### config.mk
export PLATFORM = sky130hd
export DESIGN_NAME = circular_buff_mp_flat
export DESIGN_NICKNAME = d
export VERILOG_FILES = /design/src/rtl/circular_buff_mp_if.sv /design/src/rtl/circular_buff_mp.sv /design/src/flat_wrapper.sv
export SDC_FILE = /design/constraint.sdc
export NUM_CORES = 1
export LEC_CHECK = 0
export ABC_AREA = 1
export ABC_CLOCK_PERIOD_IN_PS = 2940
export CORE_UTILIZATION = 50
export DETAILED_ROUTE_END_ITERATION = 8
export HOLD_SLACK_MARGIN = 0.02
export PLACE_DENSITY = 0.73
export SLEW_MARGIN = 20
export SYNTH_ARGS = -nofsm -noshare
export SYNTH_HDL_FRONTEND = slang
export SYNTH_SLANG_ARGS = --single-unit
export TNS_END_PERCENT = 5
### constraint.sdc
create_clock -name clk -period 2.94 [get_ports clk]
set_input_delay 0.441 -clock clk [delete_from_list [all_inputs] [get_ports clk]]
set_output_delay 0.441 -clock clk [all_outputs]
set_load 0.005 [all_outputs]
### src/rtl/circular_buff_mp_if.sv
// Bus bundle for the multi-port circular buffer: producer/consumer controls plus status.
// The master modport is the side that drives requests; slave is the buffer itself.
interface circular_buff_mp_if #(
    parameter int LENGTH = 32,
    parameter int SIZE   = 8,
    parameter int PUSH_W = 2,
    parameter int PULL_W = 2
);
    localparam int PW = $clog2(SIZE);
    localparam int CW = $clog2(SIZE + 1);
    localparam int HW = $clog2(PUSH_W + 1);
    localparam int LW = $clog2(PULL_W + 1);

    logic                     flush;
    logic [HW-1:0]            push_cnt;
    logic [PUSH_W*LENGTH-1:0] data_write;
    logic [LW-1:0]            pull_cnt;
    logic [PULL_W*LENGTH-1:0] data_read;
    logic [PULL_W-1:0]        rd_valid;
    logic [CW-1:0]            count;
    logic                     full;
    logic                     empty;
    logic                     almost_full;
    logic [PW-1:0]            write_ptr;
    logic [PW-1:0]            read_ptr;
    logic                     overflow_err;
    logic                     underflow_err;

    modport master (
        output flush, push_cnt, data_write, pull_cnt,
        input  data_read, rd_valid, count, full, empty, almost_full,
               write_ptr, read_ptr, overflow_err, underflow_err
    );

    modport slave (
        input  flush, push_cnt, data_write, pull_cnt,
        output data_read, rd_valid, count, full, empty, almost_full,
               write_ptr, read_ptr, overflow_err, underflow_err
    );
endinterface

### src/rtl/circular_buff_mp.sv
// Multi-port FWFT circular buffer: up to PUSH_W writes and PULL_W reads per cycle,
// single-cycle flush, sticky overflow/underflow flags.
module circular_buff_mp #(
    parameter int LENGTH    = 32,
    parameter int SIZE      = 8,
    parameter int PUSH_W    = 2,
    parameter int PULL_W    = 2,
    parameter int AFULL_THR = 6
) (
    input logic              clk,
    input logic              rst,
    circular_buff_mp_if.slave bus
);
    localparam int PW = $clog2(SIZE);
    localparam int CW = $clog2(SIZE + 1);
    localparam int HW = $clog2(PUSH_W + 1);
    localparam int LW = $clog2(PULL_W + 1);

    logic [LENGTH-1:0] mem [SIZE];
    logic [PW-1:0]     wr_ptr_q;
    logic [PW-1:0]     rd_ptr_q;
    logic [CW-1:0]     count_q;
    logic              ovf_q;
    logic              unf_q;

    logic              push_ok;
    logic              pull_ok;
    logic [CW:0]       space;
    logic [CW-1:0]     push_amt;
    logic [CW-1:0]     pull_amt;

    // Both requests are judged against the pre-edge occupancy; no same-cycle credit.
    always_comb begin
        space    = (CW+1)'(SIZE) - {1'b0, count_q};
        push_ok  = (bus.push_cnt <= HW'(PUSH_W)) && ((CW+1)'(bus.push_cnt) <= space);
        pull_ok  = (bus.pull_cnt <= LW'(PULL_W)) && ((CW+1)'(bus.pull_cnt) <= {1'b0, count_q});
        push_amt = push_ok ? CW'(bus.push_cnt) : '0;
        pull_amt = pull_ok ? CW'(bus.pull_cnt) : '0;
    end

    always_ff @(posedge clk or posedge rst) begin
        if (rst) begin
            wr_ptr_q <= '0;
            rd_ptr_q <= '0;
            count_q  <= '0;
            ovf_q    <= 1'b0;
            unf_q    <= 1'b0;
        end else if (bus.flush) begin
            wr_ptr_q <= '0;
            rd_ptr_q <= '0;
            count_q  <= '0;
        end else begin
            wr_ptr_q <= wr_ptr_q + PW'(push_amt);
            rd_ptr_q <= rd_ptr_q + PW'(pull_amt);
            count_q  <= count_q + push_amt - pull_amt;
            if (!push_ok) ovf_q <= 1'b1;
            if (!pull_ok) unf_q <= 1'b1;
        end
    end

    // Storage is deliberately not reset; lanes past count are don't-care.
    always_ff @(posedge clk) begin
        if (!bus.flush && push_ok) begin
            for (int k = 0; k < PUSH_W; k++) begin
                if (k < int'(bus.push_cnt))
                    mem[wr_ptr_q + PW'(k)] <= bus.data_write[k*LENGTH +: LENGTH];
            end
        end
    end

    always_comb begin
        bus.data_read = '0;
        bus.rd_valid  = '0;
        for (int k = 0; k < PULL_W; k++) begin
            bus.data_read[k*LENGTH +: LENGTH] = mem[rd_ptr_q + PW'(k)];
            bus.rd_valid[k]                   = count_q > CW'(k);
        end
    end

    assign bus.count         = count_q;
    assign bus.full          = (count_q == CW'(SIZE));
    assign bus.empty         = (count_q == '0);
    assign bus.almost_full   = (count_q >= CW'(AFULL_THR));
    assign bus.write_ptr     = wr_ptr_q;
    assign bus.read_ptr      = rd_ptr_q;
    assign bus.overflow_err  = ovf_q;
    assign bus.underflow_err = unf_q;
endmodule

### src/flat_wrapper.sv
// flat-port wrapper written by rule: the top's interface ports become plain ports
module circular_buff_mp_flat 
#(
    parameter int LENGTH    = 32,
    parameter int SIZE      = 8,
    parameter int PUSH_W    = 2,
    parameter int PULL_W    = 2,
    parameter int AFULL_THR = 6
)
  (clk, rst, bus_flush, bus_push_cnt, bus_data_write, bus_pull_cnt, bus_data_read, bus_rd_valid, bus_count, bus_full, bus_empty, bus_almost_full, bus_write_ptr, bus_read_ptr, bus_overflow_err, bus_underflow_err);
  circular_buff_mp_if #(.LENGTH(LENGTH), .SIZE(SIZE), .PUSH_W(PUSH_W), .PULL_W(PULL_W)) bus_i ();
  input logic clk;
  input logic rst;
  input wire logic [$bits(bus_i.flush)-1:0] bus_flush;
  input wire logic [$bits(bus_i.push_cnt)-1:0] bus_push_cnt;
  input wire logic [$bits(bus_i.data_write)-1:0] bus_data_write;
  input wire logic [$bits(bus_i.pull_cnt)-1:0] bus_pull_cnt;
  output wire logic [$bits(bus_i.data_read)-1:0] bus_data_read;
  output wire logic [$bits(bus_i.rd_valid)-1:0] bus_rd_valid;
  output wire logic [$bits(bus_i.count)-1:0] bus_count;
  output wire logic [$bits(bus_i.full)-1:0] bus_full;
  output wire logic [$bits(bus_i.empty)-1:0] bus_empty;
  output wire logic [$bits(bus_i.almost_full)-1:0] bus_almost_full;
  output wire logic [$bits(bus_i.write_ptr)-1:0] bus_write_ptr;
  output wire logic [$bits(bus_i.read_ptr)-1:0] bus_read_ptr;
  output wire logic [$bits(bus_i.overflow_err)-1:0] bus_overflow_err;
  output wire logic [$bits(bus_i.underflow_err)-1:0] bus_underflow_err;
  assign bus_i.flush = bus_flush;
  assign bus_i.push_cnt = bus_push_cnt;
  assign bus_i.data_write = bus_data_write;
  assign bus_i.pull_cnt = bus_pull_cnt;
  assign bus_data_read = bus_i.data_read;
  assign bus_rd_valid = bus_i.rd_valid;
  assign bus_count = bus_i.count;
  assign bus_full = bus_i.full;
  assign bus_empty = bus_i.empty;
  assign bus_almost_full = bus_i.almost_full;
  assign bus_write_ptr = bus_i.write_ptr;
  assign bus_read_ptr = bus_i.read_ptr;
  assign bus_overflow_err = bus_i.overflow_err;
  assign bus_underflow_err = bus_i.underflow_err;
  circular_buff_mp #(.LENGTH(LENGTH), .SIZE(SIZE), .PUSH_W(PUSH_W), .PULL_W(PULL_W), .AFULL_THR(AFULL_THR)) u_core (.clk(clk), .rst(rst), .bus(bus_i));
endmodule
==> key figures <==
Placed design
  – Placement Cell Area: 20400 sq um
  – Routability congestion estimate: 0.858
  – PortBufs: 151
  – Post-DP HPWL: 35300 microns

Finish
  – Post-route cell area: 21900 sq um
  – Fillers: 2939
  – Final #Nets: 2435
  – Share of cells above drive strength 1: 9.52%
  – Area added between synthesis and finish: 19.4%

STA
  – Worst Tran Pin Value: 0.934 ns
  – Setup WS post-layout: -0.204 ns
  – RSZ-0062 raised after global routing: yes
  – Crit share post-route: 107%
  – Setup-failing EPs final: 10
  – Final Max Slew Viols: 0
  – Slew HR: 37.6%
  – Minimum clock period: 3.14 ns
  – Clock Skews: 0.0115 ns
  – Achievable clock frequency: 318 MHz
  – Hold Fails Final Rpt: 0

Status
  – Failing checks: design-rule violations, negative setup slack
  – Outcome: complete, but fails checks

Pwr
  – Net Sw Power: 0.00911 W
  – Pint: 0.0113 W
  – Leak: 8.28 nW
  – Sequential share of power: 24.1%
  – Clock network power share: 19.0%
  – Switching part of the total: 44.7%
  – Final Total Pwr: 0.0204 W
  – Peak VDD IR: 1.01 mV
  – Combinational share of power: 56.9%
  – Power Density: 932 nW/um^2

Synth
  – Post-Syn Instances: 2292
  – Synth top area cells: edfxtp_1 (42%), o21bai_1 (10%), nand2_1 (7.9%)
  – Synth cell count leaders: nand2_1 (385), nand3_1 (266), edfxtp_1 (256), o21bai_1 (256), o21ai_0 (240)
  – Post-synth top area share: 42.0%
  – Main synth FF type: edfxtp_1
  – Sequential fraction of the synthesis area: 43.6%
  – Yosys cell types: 30
  – Seq cells post-synth: 268
  – Syn Nets: 2386
  – Count leader, synth: nand2_1
  – Synth warn: 0
  – Cell Area, Synth: 18300 sq um
  – Area leader, netlist: edfxtp_1
  – Fraction of registers with async set or reset after synthesis: 4.48%
  – Post-synth EDFFs: 256
  – Avg Cell Area, Syn: 7.99 sq um

Clock tree
  – Clk slew on worst S/H paths: 0.07 ns
  – Clock sink count: 268
  – CTS tree: done
  – CTS Buf Count: 28
  – Clk buf depth: 3
  – Hold Buf Count CTS: 0
  – Clock Root Buffer: clkbuf_16
  – Clock Latency Late Sink: 0.56 ns
  – H-tree depth: 1

Critical path
  – Crit path largest cell delay: 0.53 ns
  – Slowest CP cell: dfrtp_4
  – Crit path max fanout: 49
  – Reg2Reg Setup Slack: 0.14 ns
  – Crit path DAT: 2.70 ns
  – Crit start category: register
  – CP Capture Type: output pin
  – Reg2reg start: u_core.bus.count[1]
  – CP Class: reg -> out
  – Cell Chain, Critical Path: buf_16, inv_1, buf_4, a21oi_1, a31oi_1, buf_4, clkdlybuf4s50_1
  – WP data required: 2.50 ns
  – Worst reg2reg path depth: 15
  – R2r endpoint: u_core.bus.count[3]
  – CP delay by family, top: buffers and inverters
  – WP buf/inv: 5
  – Crit path top cell by count: buf_4

Worst hold path
  – Worst hold path type: in -> async

Global route
  – First-pass GRT wire length: 97200 microns
  – Gr ovfl total: 0
  – Initial antenna violation count: 2
  – Vias in the first global route: 17424
  – All-layer global routing usage: 33.4%
  – Largest net degree at the start of global routing: 53

Route
  – Post-DRT Antenna Nets: 0
  – Vias after detailed routing: 18203
  – DRT iter0 DRCs: 2538
  – Remaining DRCs: 9
  – Wire per inst: 22.8 microns
  – Vias/cell: 6.44
  – DRT Wirelength: 64300 microns
  – TritonRoute pass-1 iters: 8

Die
  – Starting Density: 51.1%
  – Die area: 37400 sq um
  – Die height: 193 microns
  – Row count: 69
  – Die W: 193 microns
  – I/O Pins: 152
  – Core Region: 35800 sq um

Run
  – Number of max-cap violations: 0
worst max-delay path by stage:
stage / start / to / slack (ns) / cells past startpoint
3_3_place_gp: bus_push_cnt[1] / u_core.bus.count[3] / -0.11 / 13
3_5_place_dp: bus_pull_cnt[0] / u_core.bus.count[3] / -0.12 / 14
2_1_floorplan: u_core.bus.count[0] / u_core.mem[1][0] / -0.12 / 13
5_1_grt: u_core.bus.read_ptr[0] / bus_data_read[17] / -0.28 / 8
6_report: u_core.bus.read_ptr[1] / bus_data_read[21] / -0.20 / 7
4_1_cts: u_core.bus.read_ptr[1] / bus_data_read[37] / -0.24 / 7
area by class of cell:
type                            count  area (sq um)  share of cell area [%]
Clock inverter                     19           248                    1.13
Antenna cell                        2          5.00                  0.0229
Multi-Input combinational cell   1619          8710                    39.8
Inverter                          170           656                    3.00
Clock buffer                       33           741                    3.39
Timing Repair Buffer              254          2940                    13.4
Tap cell                          461           577                    2.64
Sequential cell                   268          8000                    36.6
state kept, by name, summed over array words and instances (netlist names):
name and cells:
u_core.bus.underflow_err 1, u_core.bus.write_ptr 3, u_core.bus.read_ptr 3, u_core.bus.count 4, u_core.bus.overflow_err 1, u_core.mem 256
stage by stage:
step | setup TNS (ns) | utilization, % | setup WS (ns) | hold WS [ns] | instances
final | -0.871 | 61.1 | -0.204 | 0.184 | 2826
after global routing | -2.18 | 61.1 | -0.277 | 0.244 | 2826
after CTS | -2.25 | 61.0 | -0.241 | 0.201 | 2824
after detailed placement | -0.145 | 56.9 | -0.123 | 0.450 | 2758
after global placement | -0.108 | 56.9 | -0.108 | 0.456 | 2758
after floorplan | -25.79 | - | -0.119 | 0.306 | 2292
power groups by stage:
stage,sequential [W],combinational (W),clock (W)
final,0.00492,0.0116,0.00386
after global routing,0.00494,0.0123,0.00399
after CTS,0.00490,0.0112,0.00386
after detailed placement,0.00497,0.0108,0
after global placement,0.00496,0.0105,0
after floorplan,0.00492,0.00580,0
metal layers:
| metal | share of wire (%) | global-route usage [%] | vias to the layer above | routed length (microns) |
|---|---|---|---|---|
| met3 | 13 | 6.52 | 302 | 8440 |
| met2 | 45 | 54.8 | 1389 | 29200 |
| met1 | 36 | 42.0 | 8441 | 23100 |
| met5 | 0 | 0 | - | 0 |
| met4 | 5.6 | 17.6 | 0 | 3570 |
| li1 | - | - | 8071 | - |
placed cells by master (no fill, tap or decap), types with 32 or more instances in the layout:
| cell type | instances |
|---|---|
| buf_12 | 34 |
| a21oi_1 | 160 |
| nand3_1 | 266 |
| buf_4 | 47 |
| o21bai_1 | 256 |
| a31oi_1 | 43 |
| nor2_1 | 147 |
| o211ai_1 | 32 |
| o21ai_1 | 49 |
| clkdlybuf4s50_1 | 91 |
| nand2_1 | 384 |
| o21ai_0 | 213 |
| edfxtp_1 | 256 |
| inv_1 | 156 |
kinds of logic after synthesis:
logic type      Yosys count  synth area share (%)
buf+inv                 405                  9.79
xor+xnor                  3                 0.287
fa+ha+maj                23                  1.74
simple gates            808                  18.7
flops                   268                  43.6
compound gates          785                  25.9
what timing repair did:
| action | in CTS | in global routing |
|---|---|---|
| resized for setup | 122 | 92 |
| endpoints found under the setup margin | 64 | 52 |
| setup buffers | 4 | 0 |
| hold endpoints to repair | 0 | 0 |
| pin swaps | 8 | 5 |
| gates cloned | 10 | 0 |
(Power assumes the default switching activity.)
